<file path="src/rtl/popcount_frame_acc.sv">
// rtl/popcount_frame_acc.sv - accumulates per-word ones counts into framed totals
//
// Parameters:
//   FRAME_LEN  words per full frame (1..255)
//   SUM_W      accumulator / out_sum width, saturating at all-ones
//   THRESH     out_over asserts when the frame sum >= THRESH
// Ports:
//   clk, rst                      clock, asynchronous active-high reset
//   in_valid/in_ready             input word handshake
//   in_count[4:0], in_last        ones count of one word, early frame close
//   out_valid/out_ready           single-entry registered result handshake
//   out_sum, out_words            frame total and number of words in it
//   out_over, out_err, out_sat    threshold, bad-count and saturation flags
//   frames[7:0]                   results handed off, wrapping
module popcount_frame_acc #(
  parameter int FRAME_LEN = 8,
  parameter int SUM_W     = 8,
  parameter int THRESH    = 64
) (
  input  logic             clk,
  input  logic             rst,
  input  logic             in_valid,
  output logic             in_ready,
  input  logic [4:0]       in_count,
  input  logic             in_last,
  output logic             out_valid,
  input  logic             out_ready,
  output logic [SUM_W-1:0] out_sum,
  output logic [7:0]       out_words,
  output logic             out_over,
  output logic             out_err,
  output logic             out_sat,
  output logic [7:0]       frames
);

  logic [SUM_W-1:0] acc;
  logic [7:0]       word_cnt;
  logic             err;
  logic             sat;

  logic             accept;
  logic             handoff;
  logic             closing;
  logic             bad_count;
  logic [4:0]       eff_count;
  logic [SUM_W:0]   sum_wide;
  logic             sat_hit;
  logic [SUM_W-1:0] acc_nxt;
  logic [7:0]       cnt_nxt;
  logic             err_nxt;
  logic             sat_nxt;
  logic             over_nxt;

  // The output slot is free when empty or being drained this cycle.
  assign in_ready = !out_valid || out_ready;
  assign accept   = in_valid && in_ready;
  assign handoff  = out_valid && out_ready;

  always_comb begin
    bad_count = 1'b0;
    eff_count = in_count;
    if (in_count > 5'd16) begin
      bad_count = 1'b1;
      eff_count = 5'd16;
    end
  end

  // One extra bit catches the carry that signals saturation.
  assign sum_wide = {1'b0, acc} + (SUM_W+1)'(eff_count);
  assign sat_hit  = sum_wide[SUM_W];
  assign acc_nxt  = sat_hit ? {SUM_W{1'b1}} : sum_wide[SUM_W-1:0];
  assign cnt_nxt  = word_cnt + 8'd1;
  assign err_nxt  = err || bad_count;
  assign sat_nxt  = sat || sat_hit;
  assign over_nxt = 32'(acc_nxt) >= 32'(THRESH);

  // in_last on the FRAME_LEN-th word still closes only one frame.
  assign closing = accept && (in_last || (word_cnt == 8'(FRAME_LEN - 1)));

  always_ff @(posedge clk or posedge rst) begin
    if (rst) begin
      acc       <= '0;
      word_cnt  <= 8'd0;
      err       <= 1'b0;
      sat       <= 1'b0;
      out_valid <= 1'b0;
      out_sum   <= '0;
      out_words <= 8'd0;
      out_over  <= 1'b0;
      out_err   <= 1'b0;
      out_sat   <= 1'b0;
      frames    <= 8'd0;
    end else begin
      if (handoff) begin
        frames <= frames + 8'd1;
      end

      if (closing) begin
        out_valid <= 1'b1;
        out_sum   <= acc_nxt;
        out_words <= cnt_nxt;
        out_over  <= over_nxt;
        out_err   <= err_nxt;
        out_sat   <= sat_nxt;
        acc       <= '0;
        word_cnt  <= 8'd0;
        err       <= 1'b0;
        sat       <= 1'b0;
      end else begin
        // Result fields stay put after a handoff; only valid drops.
        if (handoff) begin
          out_valid <= 1'b0;
        end
        if (accept) begin
          acc      <= acc_nxt;
          word_cnt <= cnt_nxt;
          err      <= err_nxt;
          sat      <= sat_nxt;
        end
      end
    end
  end

endmodule

</file>
<file path="config.mk">
export PLATFORM = sky130hd
export DESIGN_NAME = popcount_frame_acc
export DESIGN_NICKNAME = d
export VERILOG_FILES = /design/src/rtl/popcount_frame_acc.sv
export SDC_FILE = /design/constraint.sdc
export NUM_CORES = 1
export LEC_CHECK = 0
export BUFFER_PORTS_ARGS = -buffer_cell sky130_fd_sc_hd__buf_4
export CAP_MARGIN = 40
export CORE_MARGIN = 1.5
export CORE_UTILIZATION = 40
export CTS_CLUSTER_SIZE = 10
export DETAILED_ROUTE_END_ITERATION = 7
export PLACE_DENSITY_LB_ADDON = 0.1
export SETUP_SLACK_MARGIN = 0.1
export SLEW_MARGIN = 20
export SYNTH_ARGS = -nofsm -noshare
export SYNTH_HDL_FRONTEND = slang
export SYNTH_SLANG_ARGS = --single-unit
export TNS_END_PERCENT = 20
</file>
<file path="constraint.sdc">
create_clock -name clk -period 2.9 [get_ports clk]
set_clock_uncertainty 0.1 [all_clocks]
set_input_delay 0.58 -clock clk [delete_from_list [all_inputs] [get_ports clk]]
set_output_delay 0.58 -clock clk [all_outputs]
set_load 0.005 [all_outputs]
</file>
==> results of run 1 <==
[cells by family (layout without fill, tap and decap cells)]
logic type	after synthesis	after routing	share of synthesized area [%]
adder cells (fa/ha/maj)	8	8	4.77
AO/OA/AOI/OAI	59	59	15.6
buffers and inverters	15	55	3.72
XOR/XNOR	16	16	6.22
AND/OR/NAND/NOR	85	85	16.6
multiplexers	4	4	1.94
flip-flops	46	46	51.1
[power groups by stage]
stage               Sequential [mW]  Combinational (mW)  Clock, mW
finish                        0.829               0.397      0.411
global route                  0.848               0.455      0.448
CTS                           0.831               0.406      0.425
detailed placement            0.844               0.404          0
global placement              0.842               0.400          0
floorplan                     0.835               0.222          0
[cell type report]
class	instances	area (sq um)	share of cell area, %
Tap cell	72	90.1	3.35
Inverter	5	18.8	0.698
Clock inverter	2	12.5	0.465
Multi-Input combinational cell	172	1020	37.9
Sequential cell	46	1150	42.8
Clock buffer	6	82.6	3.07
Timing Repair Buffer	42	315	11.7
[through the flow]
stage                     cells  hold slack [ps]  util (%)  worst slack, ps  power [mW]
final                       345              100      49.2              439        1.64
after CTS                   345              105      49.2              479        1.66
after detailed placement    337              358      47.4              153        1.25
after floorplan             233              356         -              458        1.06
after global placement      337              354      47.4              231        1.24
after global routing        345              118      49.2              303        1.75
[placed cells by master (no fill, tap or decap), types with 2 or more instances in the layout]
cell,Yosys,routed
xnor2_1,10,10
dfrtp_1,46,46
nand2b_1,2,2
o21ai_0,28,28
nand2_1,47,47
and2_1,2,2
nor2_1,13,13
mux2_2,2,2
a31oi_1,4,4
o21ai_1,5,5
nand3_1,8,8
o21bai_1,2,2
ha_1,7,7
and3_1,6,6
buf_4,1,42
nor2b_1,4,4
xor2_1,6,6
clkbuf_8,0,6
a21oi_1,8,8
inv_1,5,4
[registers in the layout (all words and copies together) (netlist names)]
signal     count
acc            8
frames         8
out_sum        8
out_words      8
word_cnt       8
err            1
out_err        1
out_over       1
out_sat        1
out_valid      1
sat            1
[layer usage]
metal / up-vias / part of all wire, % / wire length, microns
li1: 877 / - / -
met1: 765 / 49 / 2210
met2: 34 / 45 / 2030
met3: 8 / 3.4 / 152
met4: 0 / 2.0 / 89
met5: - / 0 / 0
[path summary, 6_finish.rpt]
| check | depth (start not counted) | start | to |
|---|---|---|---|
| setup / recovery | 8 | in_count[3] | out_sum[7] |
| hold / removal | 2 | rst | frames[7] |
| setup reg to reg | 6 | acc[3] | out_sum[7] |
| hold reg to reg | 1 | frames[7] | frames[7] |
| max in group asynchronous | 3 | rst | out_over |
| min in group clk | 1 | frames[7] | frames[7] |
[worst max-delay path, stage by stage]
cell and delay [ps]:
buf_4 110, nor2b_1 120, ha_1 350, nand2_1 90, o32ai_1 500, nand2_1 150
o32a_1 340, mux2_1 300
==> flow_summary.toml, run 1 <==
[grt]
met1_usage_pct = 22.2
grt_usage_pct = 16.4
grt_overflow = 0
grt.busiest_layer = "met2"
grt_max_degree = 35
grt_util_met2_pct = 25.6
grt_pass1_vias = 1628
grt_antenna_before_repair = 0
grt_first_pass_wirelength_microns = 7730
global_route.usage.met3_pct = 3.37

[finish]
fill_cells = 545
drive_above_1_share_pct = 20.9
antennaDiodeCount = 0
fin_area_sq_um = 2690
finalNetCount = 290
areaGrowthSynthToFinish_pct = 19.3

[timing]
max_freq_ghz = 0.406
period_share_pct = 84.9
tightest_slew_ps = 523
finalMaxSlewViolations = 0
rsz0062_at_grt = "false"
setup-violations-final = 0
finalCriticalPeriod_ps = 2460
slew_headroom_pct = 64.9
final.setup.tns_ps = 0
hold_viol_final = 0

[worst_setup_path]
crit_fanout = 5
r2r_slack_ps = 540
cp_data_required_time_ps = 2990
worst-setup-path-type = "in -> reg"
crit_path_end_kind = "register"
crit_arrival_ps = 2550
start_kind = "primary input"

[logic_synthesis]
synth-async-reset-ratio_pct = 100
synth-edff-count = 0
synth_area_sq_um = 2250
yosysMostFrequentCell = "nand2_1"
ys_ff_latch = 46
syn_nets = 251
yosysTopAreaCell = "dfrtp_1"
synth_area_per_cell_sq_um = 9.68
yosysTopAreaCellShare_pct = 51.1
yosysUniqueCellTypes = 40
yosysSeqAreaShare_pct = 51.1
synth_commonest_cells = "nand2_1, dfrtp_1, o21ai_0"
syn_inst = 233
ys.flop_type = "dfrtp_1"
yosysWarnings = 0
synth_area_leaders = "dfrtp_1, nand2_1, o21ai_0"

[place]
gp_congestion = 0.818
dp_hpwl_microns = 3300
numPortBuffers = 38
dpl_cell_area_sq_um = 2590

[detailed_routing]
routed_via_density = 4.88
wl_microns = 4490
drt_first_pass_iters = 4
drt_iter0_drc = 114
via_count = 1684
drc = 0
ant_nets = 0
wl_per_cell_microns = 13.0

[power_and_ir_drop]
power_frac_clock_pct = 25.1
ir_drop_uv = 306
seqPwrFrac_pct = 50.6
p_int_mw = 1.15
power.density_nw_per_um2 = 608
leakage_nw = 1.31
p_sw_share_pct = 29.9
comb_power_share_pct = 24.3
power_switching_mw = 0.490

[floorplanning]
fp.dieArea_sq_um = 6100
core_sq_um = 5470
ioPinCount = 39
num_rows = 27
start_util_pct = 41.2
die_h_microns = 78.1
dieWidth_microns = 78.1

[hold_path]
hold_class = "in -> async"

[cts]
cts_hold_buf = 0
clock-root-buffer = "clkbuf_8"
post_cts_resized = 0
clock_path_buffers = 2
cts_buffers = 5
clkSinkCount = 46
cts_setup_buffers = 0
worstSkewPairLatency_ps = 310
tritoncts = "done"
ctsHtreeMaxLevel = 2
clk_pin_slew_ps = 90

[job]
cap_violations = 0

[status]
status = "finished, final reports clean"
(Power assumes the default switching activity.)
==> run 2: changes to the inputs <==
clock period = 2.2 ns   (was 2.9 ns; I/O delays follow)
==> run 2 against run 1 <==
Count of clock-buffer cells in the layout unchanged. Utilization increased by 4.3 points. Worst setup slack lost 300 ps. Critical path depth unchanged. Wire length rose by 9.4%. First-iteration DRC count down 24%. Die area stayed put. Cell count increased by 6.1%. Flip-flop and latch count unchanged. Register-to-register slack worse by 400 ps. Hold slack worse by 30 ps. Sequential share of layout area decreased by 3.5 points. Largest cell class unchanged. Highest routed layer unchanged.
==> flow_summary.toml, run 2 (synthesis results as in run 1) <==
[status]
status = "finished, final reports clean"

[place]
dp_hpwl_microns = 3550
place_inst = 355
dpl_cell_area_sq_um = 2750
numPortBuffers = 38
gp_congestion = 0.836

[power_and_ir_drop]
ir_drop_uv = 358
p_total_mw = 2.32
leakage_nw = 1.42
power.density_nw_per_um2 = 793

[detailed_routing]
routed_via_density = 4.98
drt_iter0_drc = 87
wl_microns = 4910
drc = 0
wl_per_cell_microns = 13.4
via_count = 1821
ant_nets = 0
drt_first_pass_iters = 4

[worst_setup_path]
start_kind = "primary input"
crit_path_end_kind = "register"
cp_data_required_time_ps = 2290
worst-setup-path-type = "in -> reg"
crit_fanout = 6
crit_arrival_ps = 2150

[finish]
antennaDiodeCount = 0
drive_above_1_share_pct = 28.2
stdcell_count = 366
finalNetCount = 311
areaGrowthSynthToFinish_pct = 29.9
final_common_cell = "buf_4"
regArea_sq_um = 1150
fin_area_sq_um = 2930
layout_common_cells = "buf_4, nand2_1, dfrtp_1, o21ai_0, nor2_1"
fill_cells = 548
multi_input_area_sq_um = 1070
utilization_pct = 53.5

[floorplanning]
start_util_pct = 41.2
die_h_microns = 78.1
core_sq_um = 5470
fp.dieArea_sq_um = 6100
num_rows = 27
ioPinCount = 39
dieWidth_microns = 78.1

[cts]
worstSkewPairLatency_ps = 300
ctsHtreeMaxLevel = 2
clock-root-buffer = "clkbuf_8"
clkSinkCount = 46
clock_path_buffers = 2
clk_pin_slew_ps = 80
cts_buffers = 5
tritoncts = "done"

[timing]
final.setup.tns_ps = 0
tightest_slew_ps = 378
hold_viol_final = 0
period_share_pct = 93.9
slew_headroom_pct = 74.7
finalCriticalPeriod_ps = 2070
setup-violations-final = 0
rsz0062_at_grt = "true"
max_freq_ghz = 0.484
finalMaxSlewViolations = 0

[grt]
grt_first_pass_wirelength_microns = 8130
grt_antenna_before_repair = 0
grt_overflow = 0
grt_usage_pct = 17.2
grt_max_degree = 47
grt_pass1_vias = 1714

[job]
cap_violations = 0

[hold_path]
hold_class = "in -> async"
-- run 2: final timing paths --
kind	cells after the start	endpoint	slack, ps	startpoint
worst min-delay path	3	frames[7]	70	rst
max in group asynchronous	3	acc[2]	1720	rst
min in group clk	3	frames[2]	340	out_ready
worst max-delay path	8	out_sum[7]	130	in_count[4]
worst min register to register	1	frames[7]	370	frames[7]
worst max register to register	5	out_sum[4]	140	word_cnt[4]
-- run 2: layout make-up --
| class | count | share of cell area [%] |
|---|---|---|
| flip-flops and latches | 46 | 39.3 |
| multi-input cells | 172 | 36.6 |
| repair buffers | 63 | 16.6 |
| well taps | 72 | 3.08 |
| clock buffers | 6 | 2.48 |
| clock inverters | 2 | 1.28 |
| inverters | 5 | 0.641 |
-- run 2: metal layers --
metal | vias up | share of wire [%] | GRT usage, %
li1 | 917 | - | -
met1 | 854 | 46 | 23.3
met2 | 42 | 48 | 26.6
met3 | 8 | 4.3 | 3.95
met4 | 0 | 2.0 | 6.96
met5 | - | 0 | 0
-- run 2: power by group --
part           switching (mW)  internal (mW)  total [mW]
Sequential              0.115          0.980        1.10
Clock                   0.291          0.339       0.630
Combinational           0.267          0.331       0.598
Total                   0.673           1.65        2.32
-- run 2: timing repair --
action | in CTS | in global routing
resized for setup | 2 | 5
hold buffers | 0 | 0
buffers inserted | 0 | 3
pin swaps | 1 | 2
setup endpoints to repair | 2 | 11
-- run 2: worst max-delay path, cell delays in order --
cell and delay [ps]:
buf_4 130, nor2b_1 230, ha_1 290, a21oi_2 220, o32ai_4 120, o211a_1 230, o32a_1 190, mux2_1 290
-- run 2: per-stage QoR --
stage	hold WS, ps	worst slack [ps]
final	69.7	134
after global routing	80.5	67.4
after CTS	71.8	104
after detailed placement	362	-219
after global placement	362	-153
after floorplan	356	-5.27
==> run 3: changes to the inputs <==
PLACE_DENSITY_LB_ADDON = default   (was 0.1)
==> run 3 against run 2 <==
Sequential power about the same. Clock power shrank 2%. Global-route usage is 0.23 points higher. Non-clock buffer count is 1 higher. Via count unchanged. Wire length increased by 0.86%. Fmax up 0.47%. First-iteration DRC count grew 13%. Highest routed layer unchanged.
==> flow_summary.toml, run 3 (synthesis results as in run 1) <==
[finish]
antennaDiodeCount = 0
stdcell_count = 367
drive_above_1_share_pct = 30.8
areaGrowthSynthToFinish_pct = 32.0
layout_common_cells = "buf_4, nand2_1, dfrtp_1, o21ai_0, nor2_1"
final_common_cell = "buf_4"
fin_area_sq_um = 2980
finalNetCount = 312

[timing]
tightest_slew_ps = 617
timing.hold.ws_ps = 37.1
finalCriticalPeriod_ps = 2060
hold_viol_final = 0
setup_ws_ps = 144
slew_headroom_pct = 58.6
max_freq_ghz = 0.486
period_share_pct = 93.5
rsz0062_at_grt = "true"
finalMaxSlewViolations = 0
setup-violations-final = 0

[cts]
cts_buffers = 5
clk_pin_slew_ps = 80
clock-root-buffer = "clkbuf_8"
ctsHtreeMaxLevel = 2
clock_path_buffers = 2
tritoncts = "done"
worstSkewPairLatency_ps = 300
clkSinkCount = 46

[worst_setup_path]
start_kind = "register"
r2r-end = "out_sum[7]"
cp_slowest_cell = "dfrtp_1"
r2r_cells = 6
cp_data_required_time_ps = 2290
worst-setup-path-type = "reg -> reg"
path_buf_inv = 0
crit_fanout = 4
crit_path_end_kind = "register"
path_cells = "ha_4 > nand2_4 > o32ai_4 > nand2_1 > o32a_1 > mux2_4"
cp_slowest_stage_delay_ps = 420
r2r_slack_ps = 140
timing.rr.start = "acc[3]"
cp_top_family = "compound AO/OA/AOI/OAI gates"
crit_arrival_ps = 2140

[grt]
grt_usage_pct = 17.4
grt_antenna_before_repair = 0
grt_pass1_vias = 1753
grt_first_pass_wirelength_microns = 8180
grt_max_degree = 32
grt_overflow = 0

[detailed_routing]
drt_first_pass_iters = 4
wl_per_cell_microns = 13.5
drc = 0
ant_nets = 0
via_count = 1821
wl_microns = 4950
drt_iter0_drc = 98
routed_via_density = 4.96

[place]
place_inst = 354
gp_congestion = 0.906
dpl_cell_area_sq_um = 2740
dp_hpwl_microns = 3500
pre_cts_ws_ps = -249
numPortBuffers = 38

[floorplanning]
ioPinCount = 39
num_rows = 27
dieWidth_microns = 78.1
fp.dieArea_sq_um = 6100
die_h_microns = 78.1
core_sq_um = 5470
start_util_pct = 41.2

[status]
status = "finished, final reports clean"

[job]
cap_violations = 0

[power_and_ir_drop]
power.density_nw_per_um2 = 789
ir_drop_uv = 395
leakage_nw = 1.43

[hold_path]
hold_class = "in -> async"
[run 3: changes by cell type in the layout (fill, tap and decap cells not counted), sizes merged]
cell,previous run,this run
clkinv,0,1
buf,63,64
clkinvlp,1,0
clkbuf,6,7
inv,5,4
[run 3: report_power, final]
part / leakage [nW] / switching, mW / internal (mW) / total, mW
logic: 0.769 / 0.282 / 0.352 / 0.634
clock network: 0.0524 / 0.277 / 0.340 / 0.618
registers: 0.606 / 0.116 / 0.981 / 1.10
[run 3: worst max path at each step]
stage | slack [ps] | endpoint | from | depth (start not counted)
floorplan | -5 | out_sum[7] | in_count[3] | 7
global placement | -190 | out_sum[7] | in_count[4] | 8
detailed placement | -250 | out_sum[7] | in_count[4] | 8
CTS | 100 | out_sum[4] | word_cnt[6] | 4
global route | 70 | out_sum[7] | acc[3] | 6
finish | 140 | out_sum[7] | acc[3] | 6
[run 3: through the flow]
step / utilization, % / total power [mW] / setup TNS, ps
6_report: 54.4 / 2.35 / 0
5_1_grt: 54.4 / 2.52 / 0
4_1_cts: 52.7 / 2.34 / 0
3_5_place_dp: 50.1 / 1.70 / -2270
3_3_place_gp: 50.1 / 1.69 / -1780
2_1_floorplan: - / 1.40 / -5.27
[run 3: layout make-up]
type | count | area (sq um)
clock buffers | 7 | 76.3
clock inverters | 1 | 30.0
fillers | 516 | 2500
inverters | 5 | 18.8
multi-input cells | 172 | 1110
flip-flops and latches | 46 | 1150
well taps | 72 | 90.1
repair buffers | 64 | 497
[run 3: layer usage]
layer / global-route usage, % / up-vias / routed length, microns
met4: 7.14 / 0 / 55
met2: 27.2 / 39 / 2350
met5: 0 / - / 0
met1: 23.3 / 859 / 2370
met3: 4.19 / 4 / 177
li1: - / 919 / -
[run 3: what timing repair did]
action | CTS | global route
endpoints found under the setup margin | 2 | 24
pin swaps | 0 | 6
hold buffers | 0 | 0
buffers inserted | 0 | 5
cloned | 0 | 0
gates resized for setup | 5 | 14
